--- config.mk ---
export PLATFORM = sky130hd
export DESIGN_NAME = tdm_demux8
export DESIGN_NICKNAME = d
export VERILOG_FILES = /design/src/rtl/tdm_demux8.sv
export SDC_FILE = /design/constraint.sdc
export NUM_CORES = 1
export LEC_CHECK = 0
export ABC_AREA = 1
export CAP_MARGIN = 20
export CORE_MARGIN = 2
export CORE_UTILIZATION = 50
export DETAILED_ROUTE_END_ITERATION = 16
export PLACE_DENSITY = 0.76
export SYNTH_ARGS = -nofsm -noshare
export SYNTH_HDL_FRONTEND = slang
export SYNTH_SLANG_ARGS = --single-unit
--- constraint.sdc ---
create_clock -name clk -period 2.7 [get_ports clk]
set_input_delay 0.405 -clock clk [delete_from_list [all_inputs] [get_ports clk]]
set_output_delay 0.405 -clock clk [all_outputs]
set_load 0.03 [all_outputs]
--- src/rtl/tdm_demux8.sv ---
// Time-division 1-to-8 demultiplexer: steers beat k of each marked frame into
// lane k and presents the completed frame in parallel with a one-cycle strobe.
module tdm_demux8 #(
  parameter int W = 1
) (
  input  logic           clk,
  input  logic           rst,
  input  logic [W-1:0]   din,
  input  logic           din_valid,
  input  logic           frame_start,
  output logic [8*W-1:0] dout,
  output logic           dout_valid,
  output logic [2:0]     slot,
  output logic           locked,
  output logic           sync_err
);

  typedef enum logic {HUNT = 1'b0, RUN = 1'b1} state_t;

  state_t           state, state_n;
  logic [2:0]       slot_n;
  logic [7*W-1:0]   shadow, shadow_n;   // lane 7 goes straight to dout
  logic [8*W-1:0]   dout_n;
  logic             dout_valid_n;
  logic             sync_err_n;

  always_ff @(posedge clk or posedge rst) begin
    if (rst) begin
      state      <= HUNT;
      slot       <= 3'd0;
      shadow     <= '0;
      dout       <= '0;
      dout_valid <= 1'b0;
      sync_err   <= 1'b0;
    end else begin
      state      <= state_n;
      slot       <= slot_n;
      shadow     <= shadow_n;
      dout       <= dout_n;
      dout_valid <= dout_valid_n;
      sync_err   <= sync_err_n;
    end
  end

  always_comb begin
    state_n      = state;
    slot_n       = slot;
    shadow_n     = shadow;
    dout_n       = dout;
    dout_valid_n = 1'b0;
    sync_err_n   = 1'b0;
    if (din_valid) begin
      unique case (state)
        HUNT: begin
          if (frame_start) begin
            shadow_n[W-1:0] = din;
            slot_n          = 3'd1;
            state_n         = RUN;
          end
        end
        RUN: begin
          if (frame_start) begin
            // A marker anywhere but slot 0 abandons the partial frame and resyncs at once.
            sync_err_n      = (slot != 3'd0);
            shadow_n[W-1:0] = din;
            slot_n          = 3'd1;
          end else if (slot == 3'd0) begin
            sync_err_n = 1'b1;
            state_n    = HUNT;
          end else if (slot == 3'd7) begin
            dout_n       = {din, shadow};
            dout_valid_n = 1'b1;
            slot_n       = 3'd0;
          end else begin
            shadow_n[slot*W +: W] = din;
            slot_n                = slot + 3'd1;
          end
        end
        default: state_n = HUNT;
      endcase
    end
  end

  assign locked = (state == RUN);

endmodule

==> metrics.txt <==
status complete, no violations; clock root buffer master clkbuf_4; initial antenna violation count 0; Initial Utilization between 50% and 60%; max-slew violations 0; WP buf/inv 2; top-area cell type share of the netlist area 47.1%; critical-path cell list inv_2 -> ha_1 -> ha_1 -> inv_1 -> ha_1 -> nand2_1 -> nor2_8 -> mux2_2; sequential share of the synthesized area a little under half; final setup violation count 0; number of DRC markers in iteration 0 9; P per Cell Area slightly above 900 nW/um^2; IR Drop Worst-Case VDD about 0.0005 V; pin count of the biggest net entering global routing 22; Worst Path Required between 2 and 3 ns; DP HPWL ~1500 um; share of cells above drive strength 1 approximately 13%; Yosys top cell by area dfrtp_1; Leak a little under 0.7 nW; DRT Pass-1 Iters 4; Die Area 2630 um^2; die height 51.2 um; Reg area ~530 um^2; Synth Area in Simple Gates between 20% and 30%; Antenna Cells 0; Synth Register Bits 21; Core ar. around 2200 um^2; final WL roughly 2000 um; PostCTS Resize Cnt 0; gr usage total approximately a fifth; largest family of logic cells by synthesized area simple AND/OR/NAND/NOR gates; WS Path Type flip-flop to flip-flop; Setup TNS Final 0 ns; Synth Cell Area roughly 1100 um^2; synth unique cells 18; Startpoint Class flip-flop; worst hold path class flip-flop to flip-flop; most area-consuming cells after synthesis dfrtp_1 (47%), ha_1 (7.8%), mux2_2 (7.1%); gr ovfl total 0; clock latency on the worst-skew pair ~0.31 ns; Yosys Warn Count 0; clk sink count 21; die width just over 50 um; fillcell total 203; Adder-Cell Fraction of Synth Area roughly 7.8%; max incr delay on CP ~0.46 ns; # port buffers 18; Layout area overhead 21.7%; GPL Wtd Cong roughly 0.84; final hold vios 0; f_max roughly 0.45 GHz; Least-Margin Pin Slew between 0.7 and 0.8 ns; crit path max fanout 10; vias in the first global route around 840; CTS tree done; syn nets approximately 130; placed insts 167; Tmin final 2.21 ns; clock transition at the registers of the reported paths 0.12 ns; CTS buffer count 3; DR vias slightly below 900; Rows 17; fin nets 156; Multi-input gate area roughly 540 um^2; Layout Skew ~0.0036 ns; critical path arrival ~2.4 ns; Max-Cap Viols 0; post-route insts no fill about 170; Clock Path Buffers 2; routed length per instance approximately 12 um; mux contribution to synthesized area 7.06%; Setup Buffers After CTS 0; detailed-route vias per instance between 5 and 6; H-tree Lvls 1; Residual DRC 0; critical path capture point type flip-flop; XOR/XNOR Fraction of Synth Area 0%; Final Cycle Share 81.9%; Synth Instances ~120; RSZ-0062 raised after global routing no; Hold WS 0.477 ns; DRT antenna net count 0; crit-path leading delay family adder cells; syn_area_per_cell 9.22 um^2; CTS hold repair buffers 0; first-pass GRT wire length ~3600 um; crit path max-delay cell type dfrtp_1; most frequent CP cell ha_1; post-synthesis compound-gate area fraction under 10%; Slew HR 49.0%; # IOs 19
[cell usage in the layout (no fill, tap or decap), types with 2 or more instances in the layout]
master	n
nand2_1	21
dfrtp_1	21
nor2_1	18
clkdlybuf4s50_1	18
inv_1	13
nand3_1	10
mux2_2	7
o21ai_0	7
ha_1	7
nand4_1	4
clkbuf_4	3
nor2_8	2
nor3_1	2
a21oi_1	2
o21ai_1	2
[worst min-delay path, delay by kind of cell (launching register included)]
family / cells / cell delay (ns)
DFF: 1 / 0.36
and+or+nand+nor: 2 / 0.09
[path summary, 6_finish.rpt]
| check | startpoint | to | slack (ns) | depth (start not counted) |
|---|---|---|---|---|
| setup / recovery | slot[0] | dout[3] | 0.49 | 8 |
| hold / removal | shadow[2] | shadow[2] | 0.48 | 2 |
| setup reg to reg | slot[0] | dout[3] | 0.49 | 8 |
| min in group asynchronous | rst | shadow[0] | 0.52 | 2 |
| hold reg to reg | shadow[2] | shadow[2] | 0.48 | 2 |
| max in group asynchronous | rst | dout[6] | 1.70 | 2 |
[layer usage]
metal | global-route usage [%] | part of all wire [%] | up-vias
met3 | 2.63 | 3.9 | 5
met2 | 30.5 | 49 | 24
met4 | 9.21 | 2.2 | 0
met1 | 24.3 | 45 | 408
met5 | 0 | 0 | -
li1 | - | - | 444
[power by group]
group | internal (W) | switching [W]
Clock | 0.0000554 | 0.0000976
Sequential | 0.000379 | 0.0000603
Combinational | 0.000224 | 0.000440
Total | 0.000658 | 0.000597
[cell type report]
class,count,area share [%]
tap,28,2.58
inverter,14,3.87
multi-input combinational,86,39.6
timing repair buffer,18,13.3
clock inverter,1,0.368
clock buffer,3,1.66
sequential,21,38.7
[synth_stat cells]
cell     instances
inv_2            1
o21ai_1          2
nand3_2          1
nor3_1           2
nand4_1          4
mux2_2           7
nand3_4          1
or2_2            1
nand2_1         21
dfrtp_1         21
a21oi_1          2
o21ai_0          7
nand2_4          1
nand3_1         10
ha_1             7
nor2_8           2
inv_1           13
nor2_1          18
[registers in the layout, summed over array words and instances, names as in the netlist]
register	cells
locked	1
shadow	7
slot	3
dout	8
dout_valid	1
sync_err	1
[through the flow]
stage / cell area, um^2 / total power, W / setup slack (ns) / util [%]
2_1_floorplan: 1120 / 0.000911 / 0.494 / -
3_5_place_dp: 1330 / 0.00110 / 0.511 / 61.4
4_1_cts: 1360 / 0.00126 / 0.481 / 62.6
3_3_place_gp: 1330 / 0.00109 / 0.606 / 61.4
5_1_grt: 1360 / 0.00136 / 0.337 / 62.6
6_report: 1360 / 0.00126 / 0.490 / 62.6
[cell families (layout without fill, tap and decap cells)]
family                   after synthesis  in the layout
adder cells (fa/ha/maj)                7              7
multiplexers                           7              7
flip-flops                            21             21
AO/OA/AOI/OAI                         11             11
AND/OR/NAND/NOR                       61             61
buffers and inverters                 14             36
Note: power is estimated with default switching activity, not from simulation.
==> edit 1 (config.mk and constraints unchanged) <==
Take the reset off `dout` and load it in a clocked block of its own.
--- a/src/rtl/tdm_demux8.sv
+++ b/src/rtl/tdm_demux8.sv
@@ -29,17 +29,19 @@
       state      <= HUNT;
       slot       <= 3'd0;
       shadow     <= '0;
-      dout       <= '0;
       dout_valid <= 1'b0;
       sync_err   <= 1'b0;
     end else begin
       state      <= state_n;
       slot       <= slot_n;
       shadow     <= shadow_n;
-      dout       <= dout_n;
       dout_valid <= dout_valid_n;
       sync_err   <= sync_err_n;
     end
+  end
+
+  always_ff @(posedge clk) begin
+    dout <= dout_n;
   end
 
   always_comb begin
Function: differs if rst is asserted again (counterexample within 10 cycles, from zero or initial values and one cycle with rst high); with rst held inactive, the same outputs for 10 cycles.
==> edit 1 against the original RTL <==
Cell area decreased by 5.6%. Worst setup slack gained 0.020 ns. Global-route usage down 1.1 points. Area after synthesis down 5.6%. Clock skew up 0.0023 ns. Wire length down 3.7%. Power is 5.3% lower. Sequential cell count did not move. Count of clock-buffer cells in the layout unchanged. Final cell count shrank 6.4%. Largest cell class is now registers. Largest power group unchanged.
==> edit 1: results (changes against the original RTL) <==
Parameter                              Value

Run status
  Result of the run ... finished, final reports clean

Detailed routing
  Vias after detailed routing ... 820 (-6.9%)
  Drt first pass iters ... 4 (unchanged)
  Wire length per cell ... 12.0 um (+2.9%)
  Detailed Route Iter0 Violations ... 14 (+5)

Synth
  Leading cell types by total area after synthesis ... sky130_fd_sc_hd__dfrtp_1 (31%), sky130_fd_sc_hd__edfxtp_1 (23%), sky130_fd_sc_hd__ha_1 (8.3%), sky130_fd_sc_hd__nand2_1 (6.8%), sky130_fd_sc_hd__nand3_1 (6.2%)
  Most instantiated cells after synthesis ... sky130_fd_sc_hd__nand2_1 (19), sky130_fd_sc_hd__nor2_1 (15), sky130_fd_sc_hd__dfrtp_1 (13), sky130_fd_sc_hd__nand3_1 (13), sky130_fd_sc_hd__inv_1 (12)
  Syn. warnings ... 0 (unchanged)
  Register area share after synthesis ... 53.7% (+6.6 points)
  Fraction of registers with async set or reset after synthesis ... 61.9% (-38 points)
  Number of synthesized flops with an enable pin ... 8 (+8)
  Post-synth top flop ... sky130_fd_sc_hd__dfrtp_1
  Net count of the mapped netlist ... 125 (-6.0%)
  Yosys cell types ... 18 (unchanged)

CTS
  Clk pin slew, worst setup/hold paths ... 0.12 ns (about the same)
  Cells resized by post-CTS repair ... 0 (unchanged)
  Insertion delay of the later-clocked pin in the worst-skew pair ... 0.31 ns (about the same)
  Clock root buffer master ... sky130_fd_sc_hd__clkbuf_4
  Setup repair bufs after CTS ... 0 (unchanged)
  H-tree levels ... 1 (unchanged)
  CTS buffer count ... 3 (unchanged)
  Maximum number of buffers from clock root to sink ... 2 (unchanged)

Power
  Static leakage ... 0.600 nW (-13%)
  Highest ir drop seen on vdd ... 0.000814 V (+60%)

Cells and area
  Largest register FFs ... 8 (unchanged)
  Top Registers ... dout x8, shadow x7, slot x3
  Fill cell total of the finished layout ... 171 (-16%)
  Final nets ... 146 (-6.4%)
  # diodes ... 0 (unchanged)
  Fraction of final layout cells sized beyond drive strength 1 ... 8.27% (-4.3 points)

Critical path
  Crit path max-delay cell type ... sky130_fd_sc_hd__nor2_1
  CP peak stage delay ... 0.48 ns (+0.02 ns)
  Category of cells accounting for the largest share of critical-path delay ... adder cells
  Largest fanout of any net on the critical path ... 8 (-2)
  Endpoint arrival time on the critical path ... 2.15 ns (-0.27 ns)

Placed design
  Cell area after placement ... 1250 um^2 (-5.7%)
  PortBufs ... 18 (unchanged)
  Gp weighted congestion ... 0.827 (-1.3%)
  HPWL after detailed placement ... 1.47 mm (-3.8%)

STA
  Skew final ... 0.00587 ns (+0.00228 ns)
  Worst max-slew margin expressed relative to the limit ... 57.9% (+8.8 points)
  Number of pins exceeding their max-slew limit in the final report ... 0 (unchanged)

Global routing
  Global routing usage summed across all routing layers ... 17.6% (-1.1 points)
  Maximum number of pins on one net before global-route repair ... 14 (-36%)
  First-pass GRT wire length ... 3.30 mm (-9.1%)
  Number of antenna violations at the first check in global routing ... 0 (unchanged)
  Vias in the first global route ... 768 (-8.1%)

Worst hold path
  Worst min path class ... primary input to asynchronous set/reset pin
-- edit 1: cell count changes in the layout (fill, tap and decap cells not counted), moves of 2 or more --
cell and delta:
sky130_fd_sc_hd__mux2_2 -7, sky130_fd_sc_hd__nand4_1 +2, sky130_fd_sc_hd__nor2_1 -3, sky130_fd_sc_hd__dfrtp_1 -8, sky130_fd_sc_hd__nand2_1 -2, sky130_fd_sc_hd__nand3_1 +3
sky130_fd_sc_hd__edfxtp_1 +8, sky130_fd_sc_hd__inv_2 +2, sky130_fd_sc_hd__a21oi_1 -2
-- edit 1: area by class of cell --
type	instances	area share (%)
clock inverters	1	0.390
multi-input cells	75	32.7
flip-flops and latches	21	44.1
inverters	15	4.39
well taps	27	2.63
clock buffers	3	1.76
repair buffers	18	14.0
-- edit 1: metal layers --
metal | vias up | routed length (um) | share of wire, % | track usage, %
met5 | - | 0 | 0 | 0
met4 | 0 | 42 | 2.2 | 6.94
met3 | 5 | 53 | 2.8 | 2.73
met2 | 16 | 913 | 48 | 28.9
met1 | 387 | 911 | 47 | 23.4
li1 | 412 | - | - | -
-- edit 1: path summary, 6_finish.rpt --
check / from / depth (start not counted) / slack (ns) / end
setup reg to reg: slot[0] / 7 / 0.51 / dout[0]
hold reg to reg: shadow[0] / 0 / 0.47 / dout[0]
max in group asynchronous: rst / 2 / 1.94 / slot[1]
setup / recovery: slot[0] / 7 / 0.51 / dout[0]
hold / removal: rst / 2 / 0.42 / shadow[3]
min in group clk: shadow[0] / 0 / 0.47 / dout[0]
-- edit 1: kinds of logic after synthesis --
kind of cell / share of synthesized area, %
AOI/OAI and AO/OA: 4.75
adders and majority gates: 8.31
buffers and inverters: 6.53
DFF: 53.7
and+or+nand+nor: 26.7
-- edit 1: stage by stage --
step	util [%]	std cells	setup slack [ns]	hold WS, ns
floorplan	-	113	0.529	0.282
global placement	63.3	156	0.598	0.439
detailed placement	63.3	156	0.511	0.443
CTS	64.7	160	0.499	0.440
global route	64.7	160	0.292	0.484
finish	64.7	160	0.509	0.416
-- edit 1: report_power, final --
part	internal [mW]	switching, mW
combinational	0.188	0.414
sequential	0.386	0.0483
clock	0.0554	0.0974
total	0.629	0.560
==> edit 2 (same settings) <==
Made on the original files. Add an input register stage for `din`, `din_valid` and `frame_start`; this delays them by one clock.
--- a/src/rtl/tdm_demux8.sv
+++ b/src/rtl/tdm_demux8.sv
@@ -16,6 +16,16 @@
 );
 
   typedef enum logic {HUNT = 1'b0, RUN = 1'b1} state_t;
+
+  logic [W-1:0] din_q;
+  logic din_valid_q;
+  logic frame_start_q;
+
+  always_ff @(posedge clk) begin
+    din_q         <= din;
+    din_valid_q   <= din_valid;
+    frame_start_q <= frame_start;
+  end
 
   state_t           state, state_n;
   logic [2:0]       slot_n;
@@ -49,30 +59,30 @@
     dout_n       = dout;
     dout_valid_n = 1'b0;
     sync_err_n   = 1'b0;
-    if (din_valid) begin
+    if (din_valid_q) begin
       unique case (state)
         HUNT: begin
-          if (frame_start) begin
-            shadow_n[W-1:0] = din;
+          if (frame_start_q) begin
+            shadow_n[W-1:0] = din_q;
             slot_n          = 3'd1;
             state_n         = RUN;
           end
         end
         RUN: begin
-          if (frame_start) begin
+          if (frame_start_q) begin
             // A marker anywhere but slot 0 abandons the partial frame and resyncs at once.
             sync_err_n      = (slot != 3'd0);
-            shadow_n[W-1:0] = din;
+            shadow_n[W-1:0] = din_q;
             slot_n          = 3'd1;
           end else if (slot == 3'd0) begin
             sync_err_n = 1'b1;
             state_n    = HUNT;
           end else if (slot == 3'd7) begin
-            dout_n       = {din, shadow};
+            dout_n       = {din_q, shadow};
             dout_valid_n = 1'b1;
             slot_n       = 3'd0;
           end else begin
-            shadow_n[slot*W +: W] = din;
+            shadow_n[slot*W +: W] = din_q;
             slot_n                = slot + 3'd1;
           end
         end
Formal check against the unedited RTL: not equivalent (a bounded check fails within 4 cycles, from zero or initial values and one cycle with rst high).
==> edit 2 against the original RTL <==
Wire length up 3.9%. Sequential cell count increased by 3. Worst setup slack worse by 0.051 ns. Final cell count down 1.2%. Area after synthesis increased by 4.9%. Sequential share of layout area is 2.8 points higher. Cell area grew 4.0%. Power is 0.93% lower. Critical path type unchanged. Largest cell class is now registers.
==> edit 2: results (changes against the original RTL) <==
Parameter                              Value

Placed design
  Cell area after placement ... 1390 um^2 (+4.1%)
  HPWL after detailed placement ... 1.61 mm (+5.6%)
  Gp weighted congestion ... 0.896 (+6.9%)
  Pre-CTS WS ... 0.469 ns (-0.0413 ns)

Global routing
  Vias in the first global route ... 851 (+1.8%)
  Met2 usage ... 28.1% (-2.4 points)
  Routing usage on met1 ... 24.4% (+0.060 points)
  Global routing usage summed across all routing layers ... 18.0% (-0.73 points)
  First-pass GRT wire length ... 3.65 mm (+0.58%)

Power
  Power density over the cells ... 880 nW/um^2 (-4.7%)
  Highest ir drop seen on vdd ... 0.000716 V (+41%)
  Sequential Power Share ... 38.6% (+3.6 points)
  Combinational power ... 0.607 mW (-8.4%)
  P_int ... 0.678 mW (+3.1%)

Detailed routing
  Total length of routed wires ... 2.07 mm (+3.9%)
  Wire length per cell ... 12.3 um (+5.1%)
  Post-route met1 wirelength ... 983 um (+9.3%)
  Total met2 wirelength after detailed routing ... 982 um (+0.92%)
  Vias after detailed routing ... 908 (+3.1%)
  Detailed Route Iter0 Violations ... 26 (+17)

Critical path
  CP peak stage delay ... 0.49 ns (+0.03 ns)
  Endpoint arrival time on the critical path ... 2.46 ns (+0.04 ns)
  Largest fanout of any net on the critical path ... 9 (-1)

Synth
  Cells after synthesis ... 119 (-1.7%)
  Most instantiated cells after synthesis ... sky130_fd_sc_hd__dfrtp_1 (21), sky130_fd_sc_hd__nand2_1 (20), sky130_fd_sc_hd__nor2_1 (15)
  Fraction of registers with async set or reset after synthesis ... 87.5% (-13 points)
  Net count of the mapped netlist ... 131 (-1.5%)
  Yosys cell types ... 21 (+3)

Cells and area
  Final nets ... 154 (-1.3%)
  Fraction of final layout cells sized beyond drive strength 1 ... 11.3% (-1.2 points)

STA
  Skew final ... 0.00669 ns (+0.00309 ns)
  Worst max-slew margin expressed relative to the limit ... 48.0% (-0.97 points)

CTS
  Insertion delay of the later-clocked pin in the worst-skew pair ... 0.31 ns (about the same)

Run status
  Result of the run ... finished, final reports clean
[edit 2: path summary, 6_finish.rpt]
check / start / end / slack, ns / depth (start not counted)
min: shadow[5] / shadow[5] / 0.50 / 2
max: slot[0] / dout[5] / 0.44 / 8
max in group asynchronous: rst / dout[0] / 1.69 / 2
min in group asynchronous: rst / shadow[5] / 0.52 / 2
max reg2reg: slot[0] / dout[5] / 0.44 / 8
min reg2reg: shadow[5] / shadow[5] / 0.50 / 2
[edit 2: cell families after synthesis]
group,Yosys count,share of synthesized area [%]
adder cells (fa/ha/maj),7,7.48
buffers and inverters,12,3.85
AO/OA/AOI/OAI,11,5.23
AND/OR/NAND/NOR,58,24.5
multiplexers,7,8.97
flip-flops,24,50.0
[edit 2: area by class of cell]
class	count	area (um^2)	share of cell area, %
flip-flops and latches	24	586	41.5
multi-input cells	83	541	38.3
repair buffers	18	180	12.8
inverters	12	45.0	3.19
well taps	28	35.0	2.48
clock buffers	4	26.3	1.86
